$ cat config.mk
export PLATFORM = sky130hd
export DESIGN_NAME = ysyx_220053_div_unit_flat
export DESIGN_NICKNAME = d
export VERILOG_FILES = /design/src/rtl/ysyx_220053_div_unit_pkg.sv /design/src/rtl/ysyx_220053_div_unit_if.sv /design/src/rtl/ysyx_220053_div_unit_iter.sv /design/src/rtl/ysyx_220053_div_unit.sv /design/src/flat_wrapper.sv
export SDC_FILE = /design/constraint.sdc
export NUM_CORES = 1
export LEC_CHECK = 0
export ABC_AREA = 1
export BUFFER_PORTS_ARGS = -buffer_cell sky130_fd_sc_hd__buf_2
export CELL_PAD_IN_SITES_DETAIL_PLACEMENT = 1
export CELL_PAD_IN_SITES_GLOBAL_PLACEMENT = 1
export CORE_MARGIN = 2
export CORE_UTILIZATION = 43
export DETAILED_ROUTE_END_ITERATION = 10
export PLACE_DENSITY_LB_ADDON = 0.1
export SETUP_SLACK_MARGIN = 0.5
export SLEW_MARGIN = 30
export SYNTH_ARGS = -nofsm -noshare
export SYNTH_HDL_FRONTEND = slang
export SYNTH_HIERARCHICAL = 1
export SYNTH_SLANG_ARGS = --single-unit
export TNS_END_PERCENT = 1
$ cat constraint.sdc
create_clock -name clk -period 3.36 [get_ports clk]
set_clock_uncertainty 0.05 [all_clocks]
set_input_delay 0.336 -clock clk [delete_from_list [all_inputs] [get_ports clk]]
set_output_delay 0.336 -clock clk [all_outputs]
set_load 0.02 [all_outputs]
$ cat src/rtl/ysyx_220053_div_unit_pkg.sv
// ysyx_220053_div_unit_pkg: shared width, FSM states, latched op flags and W-form sign-extension helper.
package ysyx_220053_div_unit_pkg;
  localparam int XLEN = 64;
  typedef enum logic [1:0] {S_IDLE, S_CALC, S_FIX, S_DONE} state_t;
  typedef struct packed {
    logic word;
    logic rem;
  } op_t;
  function automatic logic [XLEN-1:0] sext_w(input logic w, input logic [XLEN-1:0] x);
    return w ? {{(XLEN-32){x[31]}}, x[31:0]} : x;
  endfunction
endpackage

$ cat src/rtl/ysyx_220053_div_unit_if.sv
// ysyx_220053_div_unit_if: EXU<->divider bus; master drives request/flush/out_ready, slave returns in_ready/out_valid/out_result.
interface ysyx_220053_div_unit_if;
  logic in_valid;
  logic in_ready;
  logic [ysyx_220053_div_unit_pkg::XLEN-1:0] in_a;
  logic [ysyx_220053_div_unit_pkg::XLEN-1:0] in_b;
  logic in_signed;
  logic in_word;
  logic in_rem;
  logic flush;
  logic out_valid;
  logic out_ready;
  logic [ysyx_220053_div_unit_pkg::XLEN-1:0] out_result;
  modport master(output in_valid, in_a, in_b, in_signed, in_word, in_rem, flush, out_ready,
                 input in_ready, out_valid, out_result);
  modport slave(input in_valid, in_a, in_b, in_signed, in_word, in_rem, flush, out_ready,
                output in_ready, out_valid, out_result);
endinterface

$ cat src/rtl/ysyx_220053_div_unit_iter.sv
// ysyx_220053_div_unit_iter: one combinational restoring step (rem_in, quo_in, divisor -> rem_out, quo_out).
module ysyx_220053_div_unit_iter
  import ysyx_220053_div_unit_pkg::*;
(
  input  logic [XLEN-1:0] rem_in,
  input  logic [XLEN-1:0] quo_in,
  input  logic [XLEN-1:0] divisor,
  output logic [XLEN-1:0] rem_out,
  output logic [XLEN-1:0] quo_out
);
  logic [XLEN:0] diff;
  logic borrow;
  assign diff = {rem_in, quo_in[XLEN-1]} - {1'b0, divisor};
  assign borrow = diff[XLEN];
  assign rem_out = borrow ? {rem_in[XLEN-2:0], quo_in[XLEN-1]} : diff[XLEN-1:0];
  assign quo_out = {quo_in[XLEN-2:0], ~borrow};
endmodule

$ cat src/rtl/ysyx_220053_div_unit.sv
// ysyx_220053_div_unit: multi-cycle RV64M DIV/REM unit; clk, async rst_n, bus (slave) carries request, flush and result handshakes.
module ysyx_220053_div_unit
  import ysyx_220053_div_unit_pkg::*;
(
  input  logic clk,
  input  logic rst_n,
  ysyx_220053_div_unit_if.slave bus
);
  state_t state, nxt;
  op_t op;
  logic [5:0] cnt;
  logic neg_q, neg_r, acc, sgn_a, sgn_b, zero_b, ovf;
  logic [XLEN-1:0] a_v, b_v, a_abs, b_abs, min_v, dvs, rem_q, quo_q, rem_n, quo_n, res;
  assign a_v = bus.in_word ? {{(XLEN-32){bus.in_signed & bus.in_a[31]}}, bus.in_a[31:0]} : bus.in_a;
  assign b_v = bus.in_word ? {{(XLEN-32){bus.in_signed & bus.in_b[31]}}, bus.in_b[31:0]} : bus.in_b;
  assign min_v = bus.in_word ? {{(XLEN-31){1'b1}}, 31'b0} : {1'b1, {(XLEN-1){1'b0}}};
  assign sgn_a = bus.in_signed & a_v[XLEN-1];
  assign sgn_b = bus.in_signed & b_v[XLEN-1];
  assign a_abs = sgn_a ? -a_v : a_v;
  assign b_abs = sgn_b ? -b_v : b_v;
  assign zero_b = b_v == '0;
  assign ovf = bus.in_signed & (a_v == min_v) & (&b_v);
  assign acc = bus.in_valid & (state == S_IDLE) & ~bus.flush;
  assign bus.in_ready = state == S_IDLE;
  assign bus.out_valid = state == S_DONE;
  assign bus.out_result = res;
  ysyx_220053_div_unit_iter u_iter (
    .rem_in(rem_q), .quo_in(quo_q), .divisor(dvs), .rem_out(rem_n), .quo_out(quo_n)
  );
  always_comb begin
    nxt = bus.flush ? S_IDLE :
          state == S_IDLE ? (acc ? ((zero_b | ovf) ? S_DONE : S_CALC) : S_IDLE) :
          state == S_CALC ? (cnt == 6'd0 ? S_FIX : S_CALC) :
          state == S_FIX  ? S_DONE :
          bus.out_ready   ? S_IDLE : S_DONE;
  end
  always_ff @(posedge clk or negedge rst_n)
    if (!rst_n) state <= S_IDLE;
    else state <= nxt;
  always_ff @(posedge clk or negedge rst_n) begin
    if (!rst_n) begin
      op <= '0;
      cnt <= '0;
      neg_q <= 1'b0;
      neg_r <= 1'b0;
      dvs <= '0;
      rem_q <= '0;
      quo_q <= '0;
      res <= '0;
    end else if (acc) begin
      op <= '{word: bus.in_word, rem: bus.in_rem};
      cnt <= bus.in_word ? 6'd31 : 6'd63;
      neg_q <= sgn_a ^ sgn_b;
      neg_r <= sgn_a;
      dvs <= b_abs;
      rem_q <= '0;
      // W forms park the 32-bit dividend in the top half so the step always shifts out bit XLEN-1
      quo_q <= bus.in_word ? a_abs << 32 : a_abs;
      if (zero_b | ovf)
        res <= sext_w(bus.in_word, bus.in_rem ? (zero_b ? a_v : '0) : (zero_b ? '1 : a_v));
    end else if (state == S_CALC) begin
      rem_q <= rem_n;
      quo_q <= quo_n;
      cnt <= cnt - 6'd1;
    end else if (state == S_FIX) begin
      res <= sext_w(op.word, op.rem ? (neg_r ? -rem_q : rem_q) : (neg_q ? -quo_q : quo_q));
    end
  end
endmodule
$ cat src/flat_wrapper.sv
// flat-port wrapper written by rule: the top's interface ports become plain ports
module ysyx_220053_div_unit_flat import ysyx_220053_div_unit_pkg::*;
  (clk, rst_n, bus_in_valid, bus_in_a, bus_in_b, bus_in_signed, bus_in_word, bus_in_rem, bus_flush, bus_out_ready, bus_in_ready, bus_out_valid, bus_out_result);
  ysyx_220053_div_unit_if bus_i ();
  input  logic clk;
  input  logic rst_n;
  input wire logic [$bits(bus_i.in_valid)-1:0] bus_in_valid;
  input wire logic [$bits(bus_i.in_a)-1:0] bus_in_a;
  input wire logic [$bits(bus_i.in_b)-1:0] bus_in_b;
  input wire logic [$bits(bus_i.in_signed)-1:0] bus_in_signed;
  input wire logic [$bits(bus_i.in_word)-1:0] bus_in_word;
  input wire logic [$bits(bus_i.in_rem)-1:0] bus_in_rem;
  input wire logic [$bits(bus_i.flush)-1:0] bus_flush;
  input wire logic [$bits(bus_i.out_ready)-1:0] bus_out_ready;
  output wire logic [$bits(bus_i.in_ready)-1:0] bus_in_ready;
  output wire logic [$bits(bus_i.out_valid)-1:0] bus_out_valid;
  output wire logic [$bits(bus_i.out_result)-1:0] bus_out_result;
  assign bus_i.in_valid = bus_in_valid;
  assign bus_i.in_a = bus_in_a;
  assign bus_i.in_b = bus_in_b;
  assign bus_i.in_signed = bus_in_signed;
  assign bus_i.in_word = bus_in_word;
  assign bus_i.in_rem = bus_in_rem;
  assign bus_i.flush = bus_flush;
  assign bus_i.out_ready = bus_out_ready;
  assign bus_in_ready = bus_i.in_ready;
  assign bus_out_valid = bus_i.out_valid;
  assign bus_out_result = bus_i.out_result;
  ysyx_220053_div_unit u_core (.clk(clk), .rst_n(rst_n), .bus(bus_i));
endmodule
# Word level (Yosys, flattened, before mapping)
# Cells that the tools add are included.
[totals]
regBits = 268
out_inout_bits = 66
[op_classes]
n_addsub = 6
n_eq_ne = 6
n_mux = 34
bitwise = 12
reduce_logical = 7
[op_table]
columns = ["op", "n"]
rows = [
  ["two-way mux 64 bit", 22],
  ["negator 64 bit", 4],
  ["subtractor 65 x 64 -> 65 bit", 1],
  ["== test 64 bit", 1],
  ["logical NOT 64 bit", 1],
  ["AND reduction 64 bit", 1],
  ["two-way mux 63 bit", 1],
  ["two-way mux 6 bit", 3],
  ["two-way mux 2 bit", 8],
  ["bitwise AND 1 bit", 8],
  ["logical NOT 6 bit", 1],
  ["subtractor 6 x 1 -> 6 bit, second input constant", 1],
  ["== test 2 bit, second input constant", 2],
  ["nonzero test 2 bit", 2],
  ["AND reduction 3 bit", 1],
  ["== test 2 x 1 -> 1 bit, second input constant", 1],
  ["logical NOT 2 bit", 1],
  ["inequality test 2 x 1 -> 1 bit, second input constant", 1],
  ["inequality test 2 bit, second input constant", 1],
  ["NOT 1 bit", 2],
  ["OR 1 bit", 1],
  ["bitwise XOR 1 bit", 1],
]

# Depth between registers and ports, before layout
[logic_depth]
word_depth = 10
ltp_mapped = 22
depth_no_buf = 20

# Modules after synthesis
# The synthesis kept the hierarchy.
[modules_own_cells]
columns = ["mod", "instances", "cells_each", "area_each_um2", "seq_area_each_um2"]
rows = [
  ["ysyx_220053_div_unit", 1, 3766, 22281.4, 6706.4],
  ["ysyx_220053_div_unit_iter", 1, 1667, 7697.4, 0.0],
]

# Least setup slack after synthesis
# No wires, ideal clock.
[synth_path]
kind = "register -> register"
from = "reg u_core.quo_q[63]"
to = "reg u_core.quo_q[0]"
arrival_ps = 2334
t_required_ps = 3167
slack_ps = 832
path_stages_with_launch = 20
synth_period_minus_slack_ps = 2528
cell_sequence = "dfrtp_1 > inv_1 > ha_1 > fa_1 > inv_1 > nand2_1 > nand2_1 > nand3_1 > nand2_2 > nand2_1 > nand2_2 > nand2_1 > nand2_2 > nand2_2 > nand3_1 > nand2_2 > buf_12 > buf_12 > o21ai_0 > a22oi_1"
[synth_via]
elab_chain_len = 4
[synth_lines]
columns = ["item", "line_no", "text"]
rows = [
  ["from (decl)", "ysyx_220053_div_unit.sv:13", "logic [XLEN-1:0] a_v, b_v, a_abs, b_abs, min_v, dvs, rem_q, quo_q, rem_n, quo_n, res;"],
  ["from (signal assigned)", "ysyx_220053_div_unit.sv:58", "quo_q <= bus.in_word ? a_abs << 32 : a_abs;"],
  ["from (signal assigned)", "ysyx_220053_div_unit.sv:63", "quo_q <= quo_n;"],
  ["subtractor 65 x 64 -> 65 bit", "ysyx_220053_div_unit_iter.sv:13", "assign diff = {rem_in, quo_in[XLEN-1]} - {1'b0, divisor};"],
  ["NOT 1 bit", "ysyx_220053_div_unit_iter.sv:16", "assign quo_out = {quo_in[XLEN-2:0], ~borrow};"],
  ["via u_core.quo_n[0]", "ysyx_220053_div_unit.sv:13", ""],
  ["two-way mux 64 bit", "ysyx_220053_div_unit.sv:61", "end else if (state == S_CALC) begin"],
  ["two-way mux 64 bit", "ysyx_220053_div_unit.sv:50", "end else if (acc) begin"],
]
# The timed path passes the listed nets, and every way through them passes these cells. The select of a mux whose other input is x is not followed.
# A chain may end at the register's enable or synchronous reset.

# Final worst setup path
[layout_path]
from = "reg u_core.dvs[46]"
to = "reg u_core.rem_q[20]"
[layout_via]
elab_chain_len = 4
[layout_lines]
columns = ["item", "line_no", "text"]
rows = [
  ["from (decl)", "ysyx_220053_div_unit.sv:13", ""],
  ["from (signal assigned)", "ysyx_220053_div_unit.sv:55", "dvs <= b_abs;"],
  ["subtractor 65 x 64 -> 65 bit", "ysyx_220053_div_unit_iter.sv:13", ""],
  ["two-way mux 64 bit", "ysyx_220053_div_unit_iter.sv:15", "assign rem_out = borrow ? {rem_in[XLEN-2:0], quo_in[XLEN-1]} : diff[XLEN-1:0];"],
  ["via u_core.rem_n[20]", "ysyx_220053_div_unit.sv:13", ""],
  ["two-way mux 64 bit", "ysyx_220053_div_unit.sv:61", ""],
  ["two-way mux 64 bit", "ysyx_220053_div_unit.sv:50", ""],
  ["to (signal assigned)", "ysyx_220053_div_unit.sv:62", "rem_q <= rem_n;"],
  ["to (decl)", "ysyx_220053_div_unit.sv:13", ""],
]
# The timed path passes the listed nets, and every way through them passes these cells. The select of a mux whose other input is x is not followed.

==> results by group <==
Run status
  – Status: finished, final reports clean

Global routing
  – Grt ovf: 0
  – Global-route usage over all layers: 0.4218
  – Vias in the first global route: 36419
  – Largest net degree at the start of global routing: 106
  – First-pass GRT wire length: 227900 um
  – Initial antenna violation count: 1

Timing
  – Final min period: 3.036 ns
  – Worst slew pin tran: 0.8882 ns
  – Hold Violations, Final: 0
  – Slew HR: 0.4079
  – Setup TNS: 0 ns
  – Part of the cycle the worst path needs: 0.9035
  – Setup violators final: 0
  – Setup WS post-layout: 0.3244 ns
  – Final Max Tran Viols: 0
  – Achievable frequency: 329.4 MHz
  – RSZ-0062 raised after global routing: yes

Logic synthesis
  – Syn avg cell area: 5.518 sq um
  – Main flop type after synthesis: dfrtp_1
  – Post-synthesis cell count: 5433
  – Ys Warns: 6
  – Syn Std Cell Area: 29980 sq um
  – Cell variety after synth: 49
  – Async SR Flop Fraction: 1.000
  – Syn nets: 5641
  – Register area share after synthesis: 0.2237
  – #FFs+latches synth: 268
  – Number of enable flip-flop cells after synthesis: 0

Worst setup path
  – Nature of the critical path startpoint: flip-flop
  – Worst setup startpoint: u_core/dvs[46]
  – CP Class: reg2reg
  – Req. time, crit path: 3.77 ns
  – Reg2reg start: u_core/dvs[46]
  – Worst reg-to-reg setup slack: 0.32 ns
  – CP arrival: 3.44 ns
  – Worst reg2reg endpoint: u_core/rem_q[20]
  – Worst Reg-to-Reg Cells: 16
  – Critical Path Sink: u_core/rem_q[20]
  – CP endpoint kind: flip-flop
  – CP max FO: 8

Floorplan
  – Core footprint: 68830 sq um
  – Die H: 268.0 um
  – I/O pin count: 202
  – Initial core utilization: 0.4356
  – Die ar.: 71850 sq um
  – Cell row count: 96
  – Die Wd: 268.0 um

Pwr
  – VDD IR-drop max: 0.5169 mV
  – Leak: 18.52 nW
  – Pwr/cell area: 1066 nW/um^2

Place
  – Placement Setup Slack: 0.3452 ns
  – Final weighted congestion in routability-driven placement: 1.046
  – Buffers on Ports: 201
  – DP HPWL: 126200 um

Cells and area
  – Ant diodes: 0
  – Syn-to-layout area delta: 13.58%
  – Share of layout cells above drive strength 1: 0.1057
  – Nets: 5775

Clock network
  – Clk buf depth: 3
  – Clock Sinks: 268
  – Clk_lat worst skew: 0.59 ns
  – CTS tree: built
  – Clk slew on worst S/H paths: 0.06 ns
  – TritonCTS buffer count: 36
  – Clock tree root buffer cell: clkbuf_16
  – H-tree levels: 2

Routing
  – DRC violation count after routing: 0
  – Routed wire length: 156500 um
  – Routed wire per std cell: 23.98 um
  – Drt via density: 5.812
  – Via count: 37919
  – Drt first-iter violations: 4598
  – First-pass DRT Iterations: 6
  – Post-DRT Antenna Nets: 0

Job
  – Max_cap viols: 0

Min path
  – Worst Hold Class: in2reg
-- power by group --
part | leakage, nW | total (mW) | internal (mW) | switching, mW
combinational | 14.6 | 25.9 | 7.79 | 18.1
clock | 0.584 | 4.05 | 2.37 | 1.68
sequential | 3.36 | 6.29 | 4.48 | 1.81
total | 18.5 | 36.3 | 14.6 | 21.6
-- kinds of logic (layout without fill, tap and decap cells) --
logic type | Yosys count | count (layout) | share of synthesized area
buf+inv | 957 | 1116 | 0.1349
compound gates | 694 | 694 | 0.1252
xor+xnor | 125 | 125 | 0.03652
flops | 268 | 268 | 0.2237
fa+ha+maj | 72 | 72 | 0.03030
simple gates | 3317 | 3318 | 0.4493
-- per-layer routing --
| layer | global-route usage | part of all wire | vias up |
|---|---|---|---|
| li1 | - | - | 17265 |
| met2 | 0.6322 | 0.42 | 1906 |
| met5 | 0 | 0.000064 | - |
| met3 | 0.1130 | 0.11 | 295 |
| met4 | 0.1273 | 0.036 | 2 |
| met1 | 0.5893 | 0.43 | 18451 |
-- Yosys cell counts, types with 8 or more instances --
cell         n  share of area
a22oi_1     30         0.0075
nand2_2     33         0.0069
or2_2       13         0.0027
o211ai_1    30         0.0075
ha_1        71          0.030
dfrtp_1    268           0.22
nand4_1     76          0.016
buf_1       23         0.0029
nand3b_1    10         0.0025
xnor2_1      8         0.0023
buf_2       36         0.0060
a21oi_1    197          0.033
o22ai_1      9         0.0019
inv_2        8         0.0010
xor2_1     117          0.034
buf_6        9         0.0034
nand2_1   2116           0.26
o21ai_0    377          0.063
nand3_1    395          0.066
nor2_1     591          0.074
buf_4       71          0.018
o221ai_1    12         0.0035
o21bai_1     9         0.0023
nor2_2      10         0.0021
inv_1      695          0.087
nor3_1      49         0.0082
clkbuf_1   104          0.013
-- how the worst min path moves through the flow --
stage                     slack [ns]  cells past startpoint     startpoint                        to
after floorplan                -0.01                      0          rst_n  u_core/bus.out_result[0]
after global placement          0.26                      1          rst_n          u_core/rem_q[58]
after detailed placement        0.27                      1          rst_n          u_core/rem_q[58]
after CTS                       0.03                      4  bus_out_ready           u_core/state[1]
after global routing            0.08                      4  bus_out_ready           u_core/state[1]
final                           0.05                      4  bus_out_ready           u_core/state[1]
-- layout by cell type (no fill, tap or decap), drive strengths merged, types with 51 or more instances in the layout --
cell,n
inv,707
nand2,2152
xor2,117
a21oi,197
nand3,397
nor2,602
nand4,76
o21ai,385
nor3,51
ha,71
buf,333
clkbuf,57
dfrtp,268
-- critical path, cell delays in order, from the launching register on --
cell and delay [ns]:
dfrtp_1 0.38, inv_1 0.24, ha_4 0.27, nand2_1 0.12, inv_1 0.07, nand2_1 0.07
nand2_1 0.07, a21oi_1 0.27, nand2_1 0.19, a21oi_4 0.26, nand3_2 0.22, nand2_8 0.19
clkbuf_16 0.18, nand2_1 0.06, nand2_1 0.07, nand2_1 0.06, o21ai_0 0.16
-- per-stage QoR --
step / total power [mW] / util / cells / hold WS (ns) / area (sq um)
final: 36.28 / 0.4947 / 6524 / 0.05211 / 34050
after global routing: 38.58 / 0.4947 / 6524 / 0.07999 / 34050
after CTS: 33.68 / 0.4821 / 6502 / 0.03025 / 33180
after detailed placement: 29.37 / 0.4641 / 6436 / 0.2687 / 31940
after global placement: 28.86 / 0.4641 / 6436 / 0.2624 / 31940
after floorplan: 20.99 / - / 5433 / -0.009591 / 29980
-- final cells by class --
class                      count  area, sq um
fill                       10037        34780
sequential                   268         6726
clock inverter                15        183.9
clock buffer                  49         1020
multi-input combinational   4209        19820
timing repair buffer         343         2467
inverter                     709         2665
tap                          931         1165
-- flip-flops by register name (all words and copies together), names as in the netlist --
name                   flops
u_core/bus.out_result     64
u_core/dvs                64
u_core/quo_q              64
u_core/rem_q              64
u_core/cnt                 6
u_core/op                  2
u_core/state               2
u_core/neg_q               1
u_core/neg_r               1
-- timing repair --
action	CTS	global route
hold buffers	2	0
endpoints found under the hold margin	48	0
cloned	0	10
setup endpoints to repair	73	109
gates resized for setup	6	144
pin swaps	0	8
buffers inserted	0	12
(Power assumes the default switching activity.)
